**src/rtl/ariane_pkg.sv**
```systemverilog
// Shared core types: BHT update payload and the update-scheduler FSM state.
package ariane_pkg;

    localparam int unsigned VLEN = 64;

    typedef struct packed {
        logic            valid;
        logic [VLEN-1:0] pc;
        logic            taken;
    } bht_update_t;

    typedef enum logic [0:0] {
        IDLE  = 1'b0,
        CLEAR = 1'b1
    } bht_sched_state_e;

endpackage

```
**src/rtl/bht_upd_fifo.sv**
```systemverilog
// BHT update buffer: up to NR_PUSH in-order pushes and one pop per cycle, with flush.
module bht_upd_fifo
    import ariane_pkg::*;
#(
    parameter int unsigned NR_PUSH = 2,
    parameter int unsigned DEPTH   = 4,
    localparam int unsigned PTR_W  = (DEPTH > 1) ? $clog2(DEPTH) : 1,
    localparam int unsigned CNT_W  = $clog2(DEPTH + 1),
    localparam int unsigned PC_W   = $clog2(NR_PUSH + 1)
) (
    input  logic                      clk_i,
    input  logic                      rst_ni,
    input  logic                      flush,
    input  logic [PC_W-1:0]           push_cnt,
    input  bht_update_t [NR_PUSH-1:0] push_data,
    input  logic                      pop,
    output bht_update_t               head,
    output logic                      empty,
    output logic [CNT_W-1:0]          count
);

    bht_update_t      mem_q [DEPTH];
    logic [PTR_W-1:0] wr_q;
    logic [PTR_W-1:0] rd_q;
    logic [CNT_W-1:0] cnt_q;

    // Pointers wrap naturally because DEPTH is a power of two.
    always_ff @(posedge clk_i or negedge rst_ni) begin
        if (!rst_ni) begin
            wr_q  <= '0;
            rd_q  <= '0;
            cnt_q <= '0;
        end else if (flush) begin
            wr_q  <= '0;
            rd_q  <= '0;
            cnt_q <= '0;
        end else begin
            wr_q  <= wr_q + PTR_W'(push_cnt);
            rd_q  <= rd_q + PTR_W'(pop);
            cnt_q <= cnt_q + CNT_W'(push_cnt) - CNT_W'(pop);
        end
    end

    always_ff @(posedge clk_i) begin
        for (int unsigned j = 0; j < NR_PUSH; j++) begin
            if (!flush && (PC_W'(j) < push_cnt)) begin
                mem_q[wr_q + PTR_W'(j)] <= push_data[j];
            end
        end
    end

    assign head  = mem_q[rd_q];
    assign empty = (cnt_q == '0);
    assign count = cnt_q;

endmodule

```
**src/rtl/bht_update_sched.sv**
```systemverilog
// Arbitrates BHT update requesters into a single table update port and sequences table clears.
// Define BHT_SCHED_CLEAR_WALK_EN for a row-by-row sweep; otherwise a single clr_all_o strobe is issued.
module bht_update_sched
    import ariane_pkg::*;
#(
    parameter int unsigned NR_REQ     = 2,
    parameter int unsigned NR_ROWS    = 512,
    parameter int unsigned FIFO_DEPTH = 4,
    localparam int unsigned ROW_W     = (NR_ROWS > 1) ? $clog2(NR_ROWS) : 1
) (
    input  logic                     clk_i,
    input  logic                     rst_ni,
    input  logic                     flush_i,
    input  logic                     debug_mode_i,
    input  bht_update_t [NR_REQ-1:0] req_i,
    output logic [NR_REQ-1:0]        req_ready_o,
    output bht_update_t              upd_o,
    output logic                     clr_valid_o,
    output logic [ROW_W-1:0]         clr_row_o,
    output logic                     clr_all_o,
    output logic                     busy_o
);

    localparam int unsigned RR_W  = (NR_REQ > 1) ? $clog2(NR_REQ) : 1;
    localparam int unsigned CNT_W = $clog2(FIFO_DEPTH + 1);
    localparam int unsigned PC_W  = $clog2(NR_REQ + 1);

    bht_sched_state_e         state_q;
    logic [RR_W-1:0]          rr_q;
    logic                     ready_all;
    logic                     accept_en;
    logic                     pop;
    logic [PC_W-1:0]          push_cnt;
    bht_update_t [NR_REQ-1:0] push_data;
    bht_update_t              fifo_head;
    logic                     fifo_empty;
    logic [CNT_W-1:0]         fifo_cnt;
    int unsigned              n;
    int unsigned              idx;

    // Only registered occupancy gates readiness; a same-cycle pop gives no credit.
    assign ready_all   = (state_q == IDLE) && (fifo_cnt <= CNT_W'(FIFO_DEPTH - NR_REQ));
    assign req_ready_o = {NR_REQ{ready_all}};
    assign accept_en   = ready_all && !debug_mode_i && !flush_i;
    assign pop         = (state_q == IDLE) && !flush_i && !fifo_empty;
    assign upd_o       = pop ? fifo_head : '0;
    assign busy_o      = (state_q == CLEAR) || !fifo_empty;

    // Compact accepted requests starting at rr_q so they enter the FIFO in round-robin order.
    always_comb begin
        n         = 0;
        idx       = 0;
        push_data = '0;
        for (int unsigned i = 0; i < NR_REQ; i++) begin
            idx = (32'(rr_q) + i) % NR_REQ;
            if (accept_en && req_i[idx[RR_W-1:0]].valid) begin
                push_data[RR_W'(n)] = req_i[idx[RR_W-1:0]];
                n = n + 1;
            end
        end
        push_cnt = PC_W'(n);
    end

    bht_upd_fifo #(
        .NR_PUSH (NR_REQ),
        .DEPTH   (FIFO_DEPTH)
    ) u_fifo (
        .clk_i     (clk_i),
        .rst_ni    (rst_ni),
        .flush     (flush_i),
        .push_cnt  (push_cnt),
        .push_data (push_data),
        .pop       (pop),
        .head      (fifo_head),
        .empty     (fifo_empty),
        .count     (fifo_cnt)
    );

`ifdef BHT_SCHED_CLEAR_WALK_EN
    logic [ROW_W-1:0] row_q;

    always_ff @(posedge clk_i or negedge rst_ni) begin
        if (!rst_ni) begin
            state_q <= IDLE;
            rr_q    <= '0;
            row_q   <= '0;
        end else begin
            if (push_cnt != '0) begin
                rr_q <= (rr_q == RR_W'(NR_REQ - 1)) ? '0 : rr_q + 1'b1;
            end
            unique case (state_q)
                IDLE: begin
                    if (flush_i) begin
                        state_q <= CLEAR;
                        row_q   <= '0;
                    end
                end
                CLEAR: begin
                    if (flush_i) begin
                        row_q <= '0;
                    end else if (row_q == ROW_W'(NR_ROWS - 1)) begin
                        state_q <= IDLE;
                        row_q   <= '0;
                    end else begin
                        row_q <= row_q + 1'b1;
                    end
                end
                default: state_q <= IDLE;
            endcase
        end
    end

    assign clr_valid_o = (state_q == CLEAR);
    assign clr_row_o   = row_q;
    assign clr_all_o   = 1'b0;
`else
    always_ff @(posedge clk_i or negedge rst_ni) begin
        if (!rst_ni) begin
            state_q <= IDLE;
            rr_q    <= '0;
        end else begin
            if (push_cnt != '0) begin
                rr_q <= (rr_q == RR_W'(NR_REQ - 1)) ? '0 : rr_q + 1'b1;
            end
            unique case (state_q)
                IDLE:    if (flush_i) state_q <= CLEAR;
                CLEAR:   if (!flush_i) state_q <= IDLE;
                default: state_q <= IDLE;
            endcase
        end
    end

    assign clr_valid_o = 1'b0;
    assign clr_row_o   = '0;
    assign clr_all_o   = (state_q == CLEAR);
`endif

endmodule

```
**config.mk**
```make
export PLATFORM = sky130hd
export DESIGN_NAME = bht_update_sched
export DESIGN_NICKNAME = d
export VERILOG_FILES = /design/src/rtl/ariane_pkg.sv /design/src/rtl/bht_upd_fifo.sv /design/src/rtl/bht_update_sched.sv
export SDC_FILE = /design/constraint.sdc
export NUM_CORES = 1
export LEC_CHECK = 0
export BUFFER_PORTS_ARGS = -buffer_cell sky130_fd_sc_hd__buf_4
export CORE_MARGIN = 8
export CORE_UTILIZATION = 44
export DETAILED_ROUTE_END_ITERATION = 6
export HOLD_SLACK_MARGIN = 0.1
export SLEW_MARGIN = 30
export SYNTH_ARGS = -nofsm -noshare
export SYNTH_HDL_FRONTEND = slang
export SYNTH_SLANG_ARGS = --single-unit
```
**constraint.sdc**
```tcl
create_clock -name clk_i -period 24.8 [get_ports clk_i]
set_input_delay 1.24 -clock clk_i [delete_from_list [all_inputs] [get_ports clk_i]]
set_output_delay 1.24 -clock clk_i [all_outputs]
set_load 0.01 [all_outputs]
```
# Yosys cells after proc, flatten, opt, wreduce, memory -nomap -nowiden
# Memory sizes are Yosys's and may differ from the RTL's.
# Cells that the tools add are included.
[totals] output_inout_bits=80 inputBits=136 ramBits=264 ff_bits=9 latchBits=0 memories=1 romBits=0
[op_classes] addsub=8 n_mul=0 n_shift=0 n_reduce_logical=16 muxes=21 n_div=0 eq_ne=0 bitwise_logic=1 magnitude_cmp=7
[memory_table] memory="u_fifo.mem_q" depth=4 word_bits=66 rd=1 rd_clocked_by_memory_dff=0 wr=2 line="bht_upd_fifo.sv:22" text="bht_update_t mem_q [DEPTH];"
[ops] op="$mux W66" n=7
[ops] op="$bwmux W132" n=1
[ops] op="$mux W132" n=1
[ops] op="$demux W66 S1" n=1
[ops] op="$logic_and A1 B1 Y1" n=10
[ops] op="$mux W1" n=7
[ops] op="$lt A1 B2 Y1 const B" n=3
[ops] op="$mux W2" n=3
[ops] op="$lt A1 B2 Y1 const A" n=2
[ops] op="$add A3 B2 Y3" n=1
[ops] op="$le A3 B2 Y1 const B" n=1
[ops] op="$logic_not A1 Y1" n=3
[ops] op="$logic_not A3 Y1" n=1
[ops] op="$mux W3" n=1
[ops] op="$sub A3 B1 Y3" n=1
[ops] op="$add A1 B1 Y1 const B" n=2
[ops] op="$add A1 B1 Y2 const B" n=1
[ops] op="$add A2 B1 Y2" n=1
[ops] op="$add A2 B1 Y2 const B" n=1
[ops] op="$add A2 B2 Y2" n=1
[ops] op="$reduce_bool A2 Y1" n=1
[ops] op="$ge A1 B1 Y1 const B" n=1
[ops] op="$logic_or A1 B1 Y1" n=1
[ops] op="$not A1 Y1" n=1

# Logic depth before layout (Yosys ltp)
[logic_depth] depth_word=12 depth_mapped=16 depth_no_buf=13

# By module
# From an unflattened synthesis, not the netlist that was laid out.
[unflattened] hier_cells=1089 hier_area_um2=16062.9
[modules_own_cells] module="bht_upd_fifo" cells_per_inst=679 area_each_um2=13391.6 instances=1
[modules_own_cells] module="bht_update_sched" cells_per_inst=410 area_each_um2=2671.3 instances=1

# Worst setup path after synthesis
# OpenSTA, ideal clock, no wires.
[synth_path] kind="input port to flip-flop" start="in req_i[131] (netlist name)" end="mem u_fifo.mem_q[3][0] (netlist name) (enable)" required_time_ps=23958 setup_ps=842 stages=9 n_path_buf=3 path_slack_ps=11108 t_arrival_ps=12850 path_cell_list="buf_2 nor2b_1 buf_2 clkbuf_1 nor2_1 nor2_1 ha_1 nor2_1 a2111oi_0"
[synth_lines] item="start: declaration" line="bht_update_sched.sv:15" text="input bht_update_t [NR_REQ-1:0] req_i,"
[synth_lines] item="end: declaration" line="bht_upd_fifo.sv:22"

==> impl_metrics.tcl <==
set metrics [dict create \
    status "finished clean" \
    placed_area_mm2 0.0198 \
    synthArstFlopShare_pct 3.30 \
    slew_headroom_pct 32.9 \
    port-buffer-count 205 \
    die_x_um 219 \
    leakagePower_uw 0.00675 \
    hp-class "in -> async" \
    fin_nets 1878 \
    antenna_left 0 \
    yosysUniqueCellTypes 38 \
    fin_skew_ns 0.0193 \
    final-setup-viol-count 0 \
    yosysSeqAreaShare_pct 44.9 \
    gr-total-overflow 0 \
    drive_above_1_share_pct 24.7 \
    arrival_ns 5.71 \
    die_height_um 219 \
    fin_area_mm2 0.0209 \
    synth_area_mm2 0.0182 \
    htreeDepth 2 \
    netlist.area_leader.share_pct 43.6 \
    grt_max_degree 105 \
    synth_cells 1664 \
    numCtsBuffers 34 \
    place_congestion 0.786 \
    ir_drop_mv 0.0594 \
    dr.pass1.iters 5 \
    multiInputGateArea_mm2 0.00914 \
    yosys_warnings 0 \
    ys_ff_latch 273 \
    worst_setup_path_start_kind "register" \
    cts_setup_buffers 0 \
    clkSinkCount 273 \
    vias_per_cell 6.54 \
    tightest_slew_ns 1.01 \
    cts_hold_buffers 0 \
    synth_top_cells_by_area "edfxtp_1 44%, a211oi_1 11%, mux4_2 8.2%" \
    io_pins 216 \
    dieArea_mm2 0.0480 \
    cts_tree "done" \
    met3_usage_pct 3.83 \
    yosys.area.top_type "edfxtp_1" \
    grt_pass1_vias 14832 \
    core-area_mm2 0.0408 \
    rows 74 \
    post_cts_resize_count 0 \
    met2_usage_pct 39.9 \
    avgRoutedWirePerCell_um 25.6 \
    yosys_most_used_dff "edfxtp_1" \
    period_minus_slack_ns 5.47 \
    track_usage_pct 23.6 \
    n_fill_cell 3702 \
    endpoint_kind "register" \
    synth_edf_count 264 \
    antenna_found_initial 2 \
    drv_slew 0 \
    area.growth.synth_to_final_pct 14.9 \
    worstSetupPathType "reg -> reg" \
    finalWirelength_um 58500 \
    path_clk_slew_ns 0.06 \
    tns_ns 0 \
    cts_buffer_depth 3 \
    clock_latency_ns 0.51 \
    hpwl_um 33500 \
    top_usage_layer "met2" \
    finalHoldViolCount 0 \
    rsz0062_at_grt "no" \
    setup_ws_ns 19.33 \
    synth_most_common_cell "nor2_1" \
    period_share_pct 22.1 \
    drc 0 \
    vias 14987 \
    syn_area_per_cell_um2 10.9 \
    grt_first_pass_wirelength_um 89000 \
    initial_core_util_pct 44.5 \
    power_density_mw_per_mm2 76.7 \
    drt_iter0_drc 1456 \
    power_uw 1600 \
    seqCellArea_mm2 0.00816 \
    place_ws_ns 18.84 \
    cp_max_fo 96 \
    required_ns 25.04 \
    use_met1_pct 30.6 \
    synth_top_cells_by_count "277 x nor2_1, 264 x edfxtp_1, 261 x a211oi_1, 134 x nor2b_1, 95 x buf_2" \
    cts_root_buffer "clkbuf_16" \
    n_antenna_cell 0 \
    max_cap_violations 0 \
    fmax_ghz 0.183 \
]
## worst paths after layout
| path | end | from | slack, ns | cells past startpoint |
|---|---|---|---|---|
| setup / recovery | u_fifo.mem_q[3][65]$_DFFE_PP_ | u_fifo.count[0]$_DFF_PN0_ | 19.33 | 11 |
| hold / removal | clr_all_o$_DFF_PN0_ | rst_ni | 0.54 | 1 |
| setup reg to reg | u_fifo.mem_q[3][65]$_DFFE_PP_ | u_fifo.count[0]$_DFF_PN0_ | 19.33 | 11 |
| hold reg to reg | u_fifo.count[0]$_DFF_PN0_ | u_fifo.count[0]$_DFF_PN0_ | 0.68 | 2 |
| max in group asynchronous | u_fifo.rd_q[0]$_DFF_PN0_ | rst_ni | 24.10 | 1 |
| min in group clk_i | u_fifo.count[0]$_DFF_PN0_ | u_fifo.count[0]$_DFF_PN0_ | 0.68 | 2 |
## cell families (layout without fill, tap and decap cells)
kind of cell | after synthesis | in the layout | share of synthesized area (%)
AOI/OAI and AO/OA | 525 | 525 | 23.9
and+or+nand+nor | 492 | 492 | 12.3
DFF | 273 | 273 | 44.9
buffers and inverters | 224 | 309 | 5.61
muxes | 132 | 132 | 12.3
adders and majority gates | 11 | 11 | 0.758
xor gates and xnor gates | 6 | 6 | 0.289
other | 1 | 10 | 0.0206
## cell type report
type | count | share of cell area (%)
multi-input cells | 1176 | 43.8
flip-flops and latches | 273 | 39.1
repair buffers | 238 | 8.82
clock buffers | 48 | 4.48
well taps | 532 | 3.19
clock inverters | 12 | 0.419
inverters | 11 | 0.198
## metrics by stage
step | hold slack (ns) | cells | utilization, %
floorplan | 0.580 | 1673 | -
global placement | 0.668 | 2228 | 48.4
detailed placement | 0.674 | 2228 | 48.5
CTS | 0.528 | 2288 | 51.0
global route | 0.531 | 2290 | 51.1
finish | 0.545 | 2290 | 51.1
## registers in the layout (all words and copies together), names as in the netlist
| register | cells |
|---|---|
| u_fifo.mem_q | 264 |
| u_fifo.wr_q | 2 |
| clr_all_o | 1 |
| u_fifo.rd_q | 2 |
| rr_q | 1 |
| u_fifo.count | 3 |
## critical path: stages (launching register included)
cell,delay [ns]
dfrtp_1,0.41
a211oi_1,0.72
nand2_8,0.57
or2_2,0.49
inv_1,0.06
ha_1,0.29
nand2b_1,0.23
nor3_4,0.64
buf_4,0.67
buf_4,0.69
maj3_1,0.30
nor2_1,0.04
## layer usage
layer  part of all wire, %  vias to the layer above
li1                      -                     6763
met1                    41                     7429
met2                    49                      663
met3                   7.7                      128
met4                   2.8                        4
met5                 0.041                        -
## power breakdown
part           internal [uW]  switching, uW
clock                    273            189
combinational            256            333
sequential               523           27.2
total                   1050            549
## layout by cell type, fill, tap and decap left out, types with 64 or more instances in the layout
master,synthesis,routed
buf_4,16,232
nand2_1,69,67
o32a_1,64,64
edfxtp_1,264,264
nor2_1,277,274
mux2_2,65,65
mux4_2,66,66
a32o_1,65,65
nor2b_1,134,133
a22oi_1,64,64
a211oi_1,261,261
a221oi_1,64,64
Note: power is estimated with default switching activity, not from simulation.
